`src/rtl/rv_pkg.sv`:
```
// rv_pkg: shared widths, RV32M funct3 codes, muldiv FSM states and operand signedness helpers
package rv_pkg;
  localparam int XLEN = 32;
  localparam int CNT_W = 5;
  localparam logic [2:0] MD_MUL = 3'd0, MD_MULH = 3'd1, MD_MULHSU = 3'd2, MD_MULHU = 3'd3;
  localparam logic [2:0] MD_DIV = 3'd4, MD_DIVU = 3'd5, MD_REM = 3'd6, MD_REMU = 3'd7;
  typedef enum logic [1:0] {ST_IDLE, ST_BUSY, ST_DONE} md_state_t;
  function automatic logic a_signed(input logic [2:0] op);
    return op inside {MD_MUL, MD_MULH, MD_MULHSU, MD_DIV, MD_REM};
  endfunction
  function automatic logic b_signed(input logic [2:0] op);
    return op inside {MD_MUL, MD_MULH, MD_DIV, MD_REM};
  endfunction
  function automatic logic is_unsigned_op(input logic [2:0] op);
    return op inside {MD_MULHU, MD_DIVU, MD_REMU};
  endfunction
endpackage

```
`src/rtl/muldiv_iter_engine.sv`:
```
// muldiv_iter_engine: iterative RV32M engine (start/ack/op/a/b in; busy/done/fast/result out); shift-add multiply, restoring divide, 1-cycle div-by-zero/overflow fast path
module muldiv_iter_engine
  import rv_pkg::*;
(
  input  logic            clk,
  input  logic            rst,
  input  logic            start,
  input  logic            ack,
  input  logic [2:0]      op,
  input  logic [XLEN-1:0] a,
  input  logic [XLEN-1:0] b,
  output logic            busy,
  output logic            done,
  output logic            fast,
  output logic [XLEN-1:0] result
);
  md_state_t state, state_n;
  logic [CNT_W-1:0] cnt;
  logic [2*XLEN-1:0] acc, prod;
  logic [XLEN-1:0] mag_b, abs_a, abs_b, quo, rem, fast_res;
  logic [XLEN:0] mul_sum;
  logic [XLEN+1:0] div_diff;
  logic [2:0] op_r;
  logic neg_a, neg_b, sa, sb, ovf;
  assign sa = a_signed(op) & a[XLEN-1];
  assign sb = b_signed(op) & b[XLEN-1];
  assign abs_a = sa ? -a : a;
  assign abs_b = sb ? -b : b;
  assign ovf = (op == MD_DIV || op == MD_REM) && a == {1'b1, {(XLEN-1){1'b0}}} && &b;
  assign fast = op[2] & (b == '0 | ovf);
  // op[1] separates REM* from DIV*
  assign fast_res = op[1] ? (ovf ? '0 : a) : (ovf ? a : '1);
  // acc low half holds the multiplier (shifted out LSB first) or the dividend (shifted out MSB first)
  assign mul_sum = {1'b0, acc[2*XLEN-1:XLEN]} + (acc[0] ? {1'b0, mag_b} : '0);
  assign div_diff = {1'b0, acc[2*XLEN-1:XLEN-1]} - {2'b0, mag_b};
  assign prod = (neg_a ^ neg_b) ? -acc : acc;
  assign quo = (neg_a ^ neg_b) ? -acc[XLEN-1:0] : acc[XLEN-1:0];
  assign rem = neg_a ? -acc[2*XLEN-1:XLEN] : acc[2*XLEN-1:XLEN];
  assign result = state != ST_DONE ? fast_res : op_r[2] ? (op_r[1] ? rem : quo) :
                  op_r == MD_MUL ? prod[XLEN-1:0] : prod[2*XLEN-1:XLEN];
  assign busy = state == ST_BUSY;
  assign done = state == ST_DONE;
  always_ff @(posedge clk) state <= rst ? ST_IDLE : state_n;
  always_comb
    state_n = state == ST_IDLE ? (start & ~fast ? ST_BUSY : ST_IDLE) :
              state == ST_BUSY ? (cnt == CNT_W'(XLEN-1) ? ST_DONE : ST_BUSY) :
              ack ? ST_IDLE : ST_DONE;
  always_ff @(posedge clk)
    if (rst) begin
      cnt <= '0;
      acc <= '0;
      mag_b <= '0;
      op_r <= '0;
      neg_a <= 1'b0;
      neg_b <= 1'b0;
    end else if (state == ST_IDLE && start && !fast) begin
      cnt <= '0;
      acc <= {{XLEN{1'b0}}, abs_a};
      mag_b <= abs_b;
      op_r <= op;
      neg_a <= sa;
      neg_b <= sb;
    end else if (state == ST_BUSY) begin
      cnt <= cnt + 1'b1;
      acc <= !op_r[2] ? {mul_sum, acc[XLEN-1:1]} :
             div_diff[XLEN+1] ? {acc[2*XLEN-2:0], 1'b0} : {div_diff[XLEN-1:0], acc[XLEN-2:0], 1'b1};
    end
endmodule

```
`src/rtl/execute_muldiv_stage.sv`:
```
// execute_muldiv_stage: execute stage + E->M register (E controls/data in, M controls/data out, StallE = md busy | MemWaitM); MULDIV_FAST_MUL_EN makes multiplies single-cycle
module execute_muldiv_stage
  import rv_pkg::*;
(
  input  logic            clk,
  input  logic            rst,
  input  logic            RegWriteE,
  input  logic            FRegWriteE,
  input  logic            MemWriteE,
  input  logic            ResultSrcE,
  input  logic            fstoreE,
  input  logic            floadE,
  input  logic [4:0]      RD_E,
  input  logic [XLEN-1:0] PCPlus4E,
  input  logic [XLEN-1:0] WriteDataE,
  input  logic [XLEN-1:0] SrcAE,
  input  logic [XLEN-1:0] SrcBE,
  input  logic [XLEN-1:0] ALUResultE,
  input  logic [XLEN-1:0] FPU_ResultE,
  input  logic            MdEnE,
  input  logic [2:0]      MdOpE,
  input  logic            FlushE,
  input  logic            MemWaitM,
  output logic            RegWriteM,
  output logic            FRegWriteM,
  output logic            MemWriteM,
  output logic            ResultSrcM,
  output logic            fstoreM,
  output logic            floadM,
  output logic [4:0]      RD_M,
  output logic [XLEN-1:0] PCPlus4M,
  output logic [XLEN-1:0] WriteDataM,
  output logic [XLEN-1:0] ALU_ResultM,
  output logic [XLEN-1:0] FPU_ResultEM,
  output logic            StallE
);
  logic eng_busy, eng_done, eng_fast, md_fast, md_busy, load;
  logic [XLEN-1:0] eng_res, md_res;
  muldiv_iter_engine u_eng (
    .clk(clk), .rst(rst), .start(MdEnE & ~md_fast), .ack(~MemWaitM), .op(MdOpE),
    .a(SrcAE), .b(SrcBE), .busy(eng_busy), .done(eng_done), .fast(eng_fast), .result(eng_res)
  );
`ifdef MULDIV_FAST_MUL_EN
  logic [2*XLEN-1:0] fm;
  assign fm = $signed({a_signed(MdOpE) & SrcAE[XLEN-1], SrcAE}) * $signed({b_signed(MdOpE) & SrcBE[XLEN-1], SrcBE});
  assign md_fast = eng_fast | ~MdOpE[2];
  assign md_res = MdOpE[2] ? eng_res : MdOpE == MD_MUL ? fm[XLEN-1:0] : fm[2*XLEN-1:XLEN];
`else
  assign md_fast = eng_fast;
  assign md_res = eng_res;
`endif
  assign md_busy = ~rst & (eng_busy | (MdEnE & ~md_fast & ~eng_done));
  assign StallE = md_busy | MemWaitM;
  assign load = ~StallE;
  always_ff @(posedge clk)
    if (rst) begin
      {RegWriteM, FRegWriteM, MemWriteM, ResultSrcM, fstoreM, floadM} <= '0;
      RD_M <= '0;
      PCPlus4M <= '0;
      WriteDataM <= '0;
      ALU_ResultM <= '0;
      FPU_ResultEM <= '0;
    end else if (load) begin
      {RegWriteM, FRegWriteM, MemWriteM, ResultSrcM, fstoreM, floadM} <=
        FlushE ? '0 : {RegWriteE, FRegWriteE, MemWriteE, ResultSrcE, fstoreE, floadE};
      RD_M <= RD_E;
      PCPlus4M <= PCPlus4E;
      WriteDataM <= WriteDataE;
      ALU_ResultM <= MdEnE ? md_res : ALUResultE;
      FPU_ResultEM <= FPU_ResultE;
    end
endmodule

```
`config.mk`:
```
export PLATFORM = sky130hd
export DESIGN_NAME = execute_muldiv_stage
export DESIGN_NICKNAME = d
export VERILOG_FILES = /design/src/rtl/rv_pkg.sv /design/src/rtl/muldiv_iter_engine.sv /design/src/rtl/execute_muldiv_stage.sv
export SDC_FILE = /design/constraint.sdc
export NUM_CORES = 1
export LEC_CHECK = 0
export CAP_MARGIN = 20
export CORE_MARGIN = 2
export CORE_UTILIZATION = 30
export DETAILED_ROUTE_END_ITERATION = 10
export GPL_ROUTABILITY_DRIVEN = 0
export PLACE_DENSITY_LB_ADDON = 0.25
export SLEW_MARGIN = 10
export SYNTH_ARGS = -nofsm -noshare
export SYNTH_HDL_FRONTEND = slang
export SYNTH_SLANG_ARGS = --single-unit
```
`constraint.sdc`:
```
create_clock -name clk -period 11.9 [get_ports clk]
set_clock_uncertainty 0.2 [all_clocks]
set_input_delay 1.19 -clock clk [delete_from_list [all_inputs] [get_ports clk]]
set_output_delay 1.19 -clock clk [all_outputs]
set_load 0.01 [all_outputs]
```
== After elaboration in Yosys (flattened, before gate mapping) ==
Index checks and enable logic that the tools add are counted.

* Add/subtract/negate cells: 8
* Eq/ne operators: 9
* Multiplexer cells: 24
* Bitwise operators: 14
* Reduce and logical (&&, ||, !) cells: 15

{| class="wikitable"
|+ Operators by type and width
! operator !! number
|-
| two-way mux 32 bit || 15
|-
| two-way mux 64 bit || 3
|-
| negator 32 bit || 4
|-
| negator 64 bit || 1
|-
| subtractor 33 x 32 -> 34 bit || 1
|-
| adder 32 x 32 -> 33 bit || 1
|-
| equality test 32 bit (second input constant) || 1
|-
| logical NOT 32 bit || 1
|-
| AND reduction 32 bit || 1
|-
| two-way mux 2 bit || 4
|-
| bitwise AND 1 bit || 7
|-
| equality test 3 bit (second input constant) || 2
|-
| logical NOT 3 bit || 2
|-
| two-way mux 6 bit || 1
|-
| adder 5 x 1 -> 5 bit (second input constant) || 1
|-
| equality test 5 bit (second input constant) || 1
|-
| nonzero test 5 bit || 1
|-
| logical AND 1 bit || 4
|-
| nonzero test 4 bit || 1
|-
| equality test 3 x 1 -> 1 bit (second input constant) || 1
|-
| equality test 3 x 2 -> 1 bit (second input constant) || 1
|-
| inverter 1 bit || 3
|-
| bitwise OR 1 bit || 3
|-
| equality test 2 x 1 -> 1 bit (second input constant) || 1
|-
| 9 further kinds || 9
|}

* Flip-flop bits (word level): 247
* Word-level logic and storage cells: 89

== Longest topological paths before layout ==
Gate-level depths: netlist of run 1.

* Depth in word-level cells: 12
* Depth in mapped cells: 14
* Mapped depth without buffers: 12

== Modules after synthesis ==
A second synthesis of run 1 with hierarchy kept.

* Cells, all modules: 2536
* Area total of the unflattened synthesis: 19098.3 sq um

{| class="wikitable"
|+ By module, submodules not included
! module !! instances !! cells an instance !! area an instance (sq um)
|-
| muldiv_iter_engine || 1 || 1894 || 13374.1
|-
| execute_muldiv_stage || 1 || 642 || 5724.2
|}

== Worst setup path after synthesis of run 1 ==
OpenSTA, ideal clock, no wires.

* Path type: input port to output port
* Start: input port SrcBE[0]
* End: output port StallE
* Data arrival time: 4138 ps
* Required time: 10510 ps
* Path slack: 6372 ps
* Stages on the path: 12
* Cell sequence: inv_1 ha_1 or4b_1 or4_4 or3_1 buf_2 o32ai_2 a31oi_1 a221oi_4 inv_2 buf_2 buf_2

* Cells in the longest elaborated chain, start to end: 10

{| class="wikitable"
|+ RTL lines
! item !! line !! text
|-
| start, declared || execute_muldiv_stage.sv:17 || <nowiki>input logic [XLEN-1:0] SrcBE,</nowiki>
|-
| AND reduction 32 bit || muldiv_iter_engine.sv:29 || <nowiki>assign ovf = (op == MD_DIV || op == MD_REM) && a == {1'b1, {(XLEN-1){1'b0}}} && &b;</nowiki>
|-
| logical AND 1 bit || muldiv_iter_engine.sv:29 ||
|-
| bitwise OR 1 bit * || muldiv_iter_engine.sv:30 || <nowiki>assign fast = op[2] & (b == '0 | ovf);</nowiki>
|-
| bitwise AND 1 bit * || muldiv_iter_engine.sv:30 ||
|-
| inverter 1 bit * || execute_muldiv_stage.sv:52 || <nowiki>assign md_busy = ~rst & (eng_busy | (MdEnE & ~md_fast & ~eng_done));</nowiki>
|-
| bitwise AND 1 bit * (2 in a row) || execute_muldiv_stage.sv:52 ||
|-
| bitwise OR 1 bit * || execute_muldiv_stage.sv:52 ||
|-
| bitwise AND 1 bit * || execute_muldiv_stage.sv:52 ||
|-
| bitwise OR 1 bit * || execute_muldiv_stage.sv:53 || <nowiki>assign StallE = md_busy | MemWaitM;</nowiki>
|-
| end, declared || execute_muldiv_stage.sv:35 || <nowiki>output logic StallE</nowiki>
|}

Every way passes the cells marked *; elsewhere a longest branch is shown, timed or not.

== Worst setup path after layout of run 1 ==
Same ends and word-level chain as after synthesis.

==> results of run 1 <==
worst max-delay path, stage by stage:
cell and delay (ps):
clkdlybuf4s50_1 490, inv_1 90, ha_1 180, or4b_1 490, or4_4 540, or3_1 640, o32ai_2 490, a31oi_1 200
a221oi_4 310, buf_4 560, inv_4 370, clkdlybuf4s50_1 590
flip-flops by register name, summed over array words and instances (netlist names):
register	cells
fstoreM	1
FPU_ResultEM	32
floadM	1
u_eng.acc	64
MemWriteM	1
RegWriteM	1
u_eng.cnt	5
u_eng.mag_b	32
WriteDataM	32
FRegWriteM	1
ResultSrcM	1
u_eng.state	2
PCPlus4M	32
u_eng.op_r	3
u_eng.neg_a	1
u_eng.neg_b	1
RD_M	5
ALU_ResultM	32
cell usage after synthesis, types with 10 or more instances:
cell type and instances:
a211o_1 11, o21bai_1 10, o211ai_1 29, nand2_1 380, and3_1 16, nor4_1 18
nand2b_1 13, a211oi_1 85, a21oi_1 309, xnor2_1 96, ha_1 71, a221oi_1 10
or3_1 18, nand4_1 16, nor2b_1 13, o21ai_0 152, mux2i_1 44, dfxtp_1 247
o221ai_1 14, or4_1 12, or2_2 14, o22ai_1 15, nor2_1 240, a31oi_1 33
o21a_1 18, nand3_1 30, a21o_1 27, nor3_1 56, inv_1 74, clkbuf_1 165
xor2_1 85, o31ai_1 30
kinds of logic after synthesis:
logic type	Yosys count	synth area share [%]
compound gates	843	29.3
xor+xnor	181	8.71
flops	247	27.2
fa+ha+maj	75	5.21
simple gates	864	21.1
buf+inv	266	5.73
mux	51	2.85
metal layers:
layer / global-route usage, % / up-vias / wire [um]
li1: - / 9536 / -
met1: 29.9 / 9696 / 32000
met2: 39.2 / 933 / 36600
met3: 3.65 / 172 / 5410
met4: 10.9 / 6 / 3510
met5: 0 / - / 36
through the flow:
step / hold WS [ps] / utilization, % / total power, W
detailed placement: 246 / 37.0 / 0.00175
floorplan: 232 / - / 0.00143
CTS: 254 / 38.8 / 0.00280
global placement: 239 / 37.0 / 0.00174
finish: 252 / 38.9 / 0.00280
global route: 269 / 38.9 / 0.00292
placed cells by master (no fill, tap or decap), types with 11 or more instances in the layout:
cell	netlist	routed
nand4_1	16	16
ha_1	71	71
clkdlybuf4s50_1	0	348
a211oi_1	85	85
nand2b_1	13	13
xor2_1	85	84
a211o_1	11	11
o211ai_1	29	29
dfxtp_1	247	246
nand3_1	30	30
a21o_1	27	27
mux2i_1	44	44
o22ai_1	15	15
o221ai_1	14	14
nor3_1	56	56
xnor2_1	96	95
o21a_1	18	18
nor2_1	240	239
nor4_1	18	17
or2_2	14	14
buf_4	9	34
and3_1	16	16
clkbuf_16	0	31
nand2_1	380	379
o31ai_1	30	30
or4_1	12	12
nor2b_1	13	12
inv_1	74	74
o21ai_0	152	152
or3_1	18	18
a21oi_1	309	307
a31oi_1	33	33
power by group:
| part | internal [W] | switching [W] |
|---|---|---|
| logic | 0.000334 | 0.000474 |
| registers | 0.000883 | 0.0000667 |
| clock network | 0.000635 | 0.000409 |
cell type report:
type | count | area (sq um)
Fill cell | 6289 | 36700
Sequential cell | 247 | 4950
Antenna cell | 4 | 10.0
Inverter | 77 | 292
Clock inverter | 16 | 258
Timing Repair Buffer | 387 | 3800
Tap cell | 782 | 978
Clock buffer | 41 | 853
Multi-Input combinational cell | 2014 | 12300
worst paths after layout:
path	to	cells after the start	from	slack, ps
setup / recovery	StallE	12	SrcBE[0]	4300
hold / removal	WriteDataM[24]	2	WriteDataM[24]	250
setup reg to reg	ALU_ResultM[17]	9	u_eng.acc[23]	7310
hold reg to reg	WriteDataM[24]	2	WriteDataM[24]	250
==> metrics.md, run 1 <==
| Metric | Value |
|---|---|
| Status | `finished, final reports clean` |
| Final Hold Viols | `0` |
| Port buffer count | `350` |
| Share of cells above drive strength 1 | `5.10%` |
| Die Area | `62700 sq um` |
| Worst slack, placed | `3910 ps` |
| Synth warnings | `0` |
| Syn_nets | `2811` |
| Worst EP required | `10510 ps` |
| EDFF count, synth | `0` |
| Async S/R FF share, synth | `0%` |
| FMAX | `0.132 GHz` |
| Worst min-delay path class | `reg2reg` |
| Post-route DRC | `0` |
| Clk_lat worst skew | `600 ps` |
| WP data arrival | `6210 ps` |
| Final #Nets | `3042` |
| Clk sinks | `247` |
| Vias | `20300` |
| Final setup viols | `0` |
| DR iter-0 viols | `2105` |
| Post-Place Cells | `3505` |
| Clk buf depth | `3` |
| Worst-path clk slew | `60 ps` |
| Post_cts resized | `0` |
| CTS Buf Count | `31` |
| Syn-to-layout area delta | `28.6%` |
| Via density | `5.70` |
| Period utilization | `63.9%` |
| FP Rows | `90` |
| Vias in the first global route | `19200` |
| CTS tree | `yes` |
| Wirelength per Cell | `21.7 um` |
| Post-DRT Antenna Nets | `0` |
| Critical path class | `in2out` |
| Largest net degree at the start of global routing | `92` |
| Post-CTS Hold Buffers | `0` |
| Worst Max-Slew Pin Slew | `1120 ps` |
| Cell Pwr Density | `120 nW/um^2` |
| Global-route wire length before repair | `116 mm` |
| DRT Wirelength | `77.6 mm` |
| Area leader, netlist | `dfxtp_1` |
| Peak VDD IR | `112 uV` |
| Fin area | `23400 sq um` |
| Remaining global-route overflow | `0` |
| Synth Area per Inst | `7.20 sq um` |
| Leak | `8.70 nW` |
| Min Tclk post-route | `7600 ps` |
| I/O Pins | `351` |
| Gr usage total | `23.6%` |
| Post-synth top flop | `dfxtp_1` |
| Max-slew violation count | `0` |
| Critical path endpoint category | `primary output` |
| CORE AREA | `60100 sq um` |
| Final WS setup | `4300 ps` |
| DRT Pass-1 Iters | `6` |
| Die Width | `250 um` |
| Post-synth top area share | `27.2%` |
| Post-CTS Setup Repair Bufs | `0` |
| Hpwl dp | `58.2 mm` |
| Worst-path maximum fanout | `59` |
| Synth top area cells | `dfxtp_1, a21oi_1, nand2_1, nor2_1, ha_1` |
| Netlist cell types | `81` |
| Register area share after synthesis | `27.2%` |
| H-tree lvl count | `1` |
| CTS Root Cell | `clkbuf_16` |
| Setup_tns | `0 ps` |
| Cell Area, Synth | `18200 sq um` |
| RSZ-0062 raised after global routing | `false` |
| Critical path startpoint category | `primary input` |
| Starting Density | `30.3%` |
| Syn Inst Count | `2527` |
| DP Area | `22200 sq um` |
| Relative slew slack | `23.4%` |
| Max-Cap Viols | `0` |
| Synthesized flop and latch total | `247` |
| Initial antenna violation count | `7` |
| Die Ht | `250 um` |
| Non-filler cells, final | `3568` |
(Power assumes the default switching activity.)
==> run 2: changes to the inputs <==
Clock period 11.9 ns to 6.46 ns, I/O delays scaled along.
==> metrics.md, run 2 (synthesis gave the netlist of run 1 again) <==
| Metric | Value |
|---|---|
| Die Ht | `250 um (unchanged)` |
| Port buffer count | `350 (unchanged)` |
| Initial antenna violation count | `4 (was 7)` |
| Worst-path clk slew | `70 ps (was 60 ps)` |
| FP Rows | `90 (unchanged)` |
| Post-DRT Antenna Nets | `0 (unchanged)` |
| Psw | `0.00174 W (was 0.000949 W)` |
| Status | `finished, final reports clean (unchanged)` |
| RSZ-0062 raised after global routing | `false (unchanged)` |
| Leak | `8.67 nW (was 8.70 nW)` |
| Largest register by flop count | `u_eng.acc (unchanged)` |
| CTS Buf Count | `31 (unchanged)` |
| Global-route wire length before repair | `116 mm (about the same)` |
| DRT Wirelength | `77.5 mm (was 77.6 mm)` |
| Max reg flops | `64 (unchanged)` |
| Post-CTS Hold Buffers | `0 (unchanged)` |
| Clk sinks | `247 (unchanged)` |
| Slowest stage delay, CP | `570 ps (was 640 ps)` |
| Post-route DRC | `0 (unchanged)` |
| I/O Pins | `351 (unchanged)` |
| Vias | `20200 (was 20300)` |
| Register area | `4950 sq um (unchanged)` |
| Worst path slowest cell | `clkdlybuf4s50_1 (was or3_1)` |
| CORE AREA | `60100 sq um (unchanged)` |
| Starting Density | `30.3% (unchanged)` |
| FMAX | `0.179 GHz` |
| Critical path class | `in2out (unchanged)` |
| Vias in the first global route | `19100 (was 19200)` |
| Post_cts resized | `0 (unchanged)` |
| Area occupied by multi-input gates | `12300 sq um (about the same)` |
| Via density | `5.67 (was 5.70)` |
| CTS tree | `yes (unchanged)` |
| Switching share of power | `34.7% (was 33.9%)` |
| Cell mode on critical path | `clkdlybuf4s50_1 (unchanged)` |
| Crit path cell chain | `clkdlybuf4s50_1, inv_1, ha_1, or4b_1, or4_4, or3_1, o32ai_2, a31oi_1, a221oi_4, inv_4, clkdlybuf4s50_1 (was clkdlybuf4s50_1, inv_1, ha_1, or4b_1, or4_4, or3_1, o32ai_2, a31oi_1, a221oi_4, buf_4, inv_4, clkdlybuf4s50_1)` |
| Period utilization | `86.7%` |
| Remaining global-route overflow | `0 (unchanged)` |
| DRT Pass-1 Iters | `6 (unchanged)` |
| Worst-path maximum fanout | `5 (was 59)` |
| Relative slew slack | `19.6% (was 23.4%)` |
| Cell Pwr Density | `215 nW/um^2 (was 120 nW/um^2)` |
| Max-Cap Viols | `0 (unchanged)` |
| Post-CTS Setup Repair Bufs | `0 (unchanged)` |
| Final WS setup | `859 ps (was 4300 ps)` |
| Max-slew violation count | `0 (unchanged)` |
| Clk pwr share | `35.4% (was 37.3%)` |
| ANT cells | `0 (was 4)` |
| Power share of the combinational group | `29.6% (was 28.8%)` |
| Clk_lat worst skew | `610 ps (was 600 ps)` |
| Power Internal | `0.00327 W (was 0.00185 W)` |
| Clk buf depth | `3 (unchanged)` |
| Filler instances | `6248 (was 6289)` |
| Seq pwr share | `35.0% (was 33.9%)` |
| Worst Max-Slew Pin Slew | `1190 ps (was 1120 ps)` |
| Setup_tns | `0 ps (unchanged)` |
| Die Width | `250 um (unchanged)` |
| Commonest cells after routing, fill and taps aside | `nand2_1, clkdlybuf4s50_1, a21oi_1 (unchanged)` |
| H-tree lvl count | `1 (unchanged)` |
| Die Area | `62700 sq um (unchanged)` |
| DR iter-0 viols | `1943 (was 2105)` |
| CTS Root Cell | `clkbuf_16 (unchanged)` |
| Final Hold Viols | `0 (unchanged)` |
| Final #Nets | `3046 (was 3042)` |
| Syn-to-layout area delta | `28.1% (was 28.6%)` |
| Share of cells above drive strength 1 | `5.10% (about the same)` |
| Worst min-delay path class | `in2reg (was reg2reg)` |
| Final setup viols | `0 (unchanged)` |
| Hpwl dp | `58.2 mm (about the same)` |
| Critical path endpoint category | `primary output (unchanged)` |
| Worst slack, placed | `776 ps (was 3910 ps)` |
| Wirelength per Cell | `21.7 um (about the same)` |
| Most common cell after layout, fill and taps aside | `nand2_1 (unchanged)` |
| WP data arrival | `4760 ps (was 6210 ps)` |
| Peak VDD IR | `210 uV (was 112 uV)` |
| Critical path startpoint category | `primary input (unchanged)` |
| Min Tclk post-route | `5600 ps` |
| Largest net degree at the start of global routing | `142 (was 92)` |
| Gr usage total | `23.5% (was 23.6%)` |
| Worst EP required | `5610 ps (was 10510 ps)` |
-- run 2: changes by cell type in the layout (fill, tap and decap cells not counted), sizes merged --
cell	change
bufinv	-4
clkbuf	+3
inv	+1
buf	+6
clkinv	-2
clkdlybuf4s18	-1
diode	-4
clkinvlp	-1
-- run 2: metal layers --
metal | track usage [%] | part of all wire, %
met2 | 40.0 | 48
met1 | 29.8 | 41
met3 | 3.91 | 7.0
met4 | 8.93 | 4.0
met5 | 0 | 0.064
-- run 2: final timing paths --
check,cells after the start,start,to,slack (ps)
setup / recovery,11,SrcBE[0],StallE,860
hold / removal,2,rst,u_eng.mag_b[0],200
setup reg to reg,13,u_eng.acc[0],u_eng.acc[61],1780
hold reg to reg,2,RegWriteM,RegWriteM,250
-- run 2: stage by stage --
| step | power (W) | cells | utilization [%] | instance area (sq um) | hold WS, ps |
|---|---|---|---|---|---|
| global route | 0.00523 | 3566 | 38.8 | 23300 | 186 |
| finish | 0.00501 | 3566 | 38.8 | 23300 | 199 |
| CTS | 0.00502 | 3566 | 38.8 | 23300 | 163 |
| floorplan | 0.00264 | 2527 | - | 18200 | 232 |
| global placement | 0.00321 | 3511 | 37.1 | 22300 | 240 |
| detailed placement | 0.00323 | 3511 | 37.1 | 22300 | 247 |
-- run 2: worst max-delay path, delay by kind of cell --
| family | cells | cell delay, ps |
|---|---|---|
| AOI/OAI and AO/OA | 3 | 1190 |
| adders and majority gates | 1 | 180 |
| buffers and inverters | 4 | 1200 |
| and+or+nand+nor | 3 | 1540 |
-- run 2: power by group through the flow --
stage | Combinational [W] | Clock [W] | Sequential, W
final | 0.00148 | 0.00178 | 0.00175
after global routing | 0.00160 | 0.00187 | 0.00176
after CTS | 0.00146 | 0.00182 | 0.00175
after detailed placement | 0.00145 | 0 | 0.00178
after global placement | 0.00144 | 0 | 0.00177
after floorplan | 0.000893 | 0 | 0.00174
-- run 2: area by class of cell --
class                   count  share of cell area, %
multi-input cells        2014                   52.6
flip-flops and latches    247                   21.2
repair buffers            391                   16.4
well taps                 782                   4.20
clock buffers              45                   3.81
inverters                  77                   1.25
clock inverters            10                  0.542
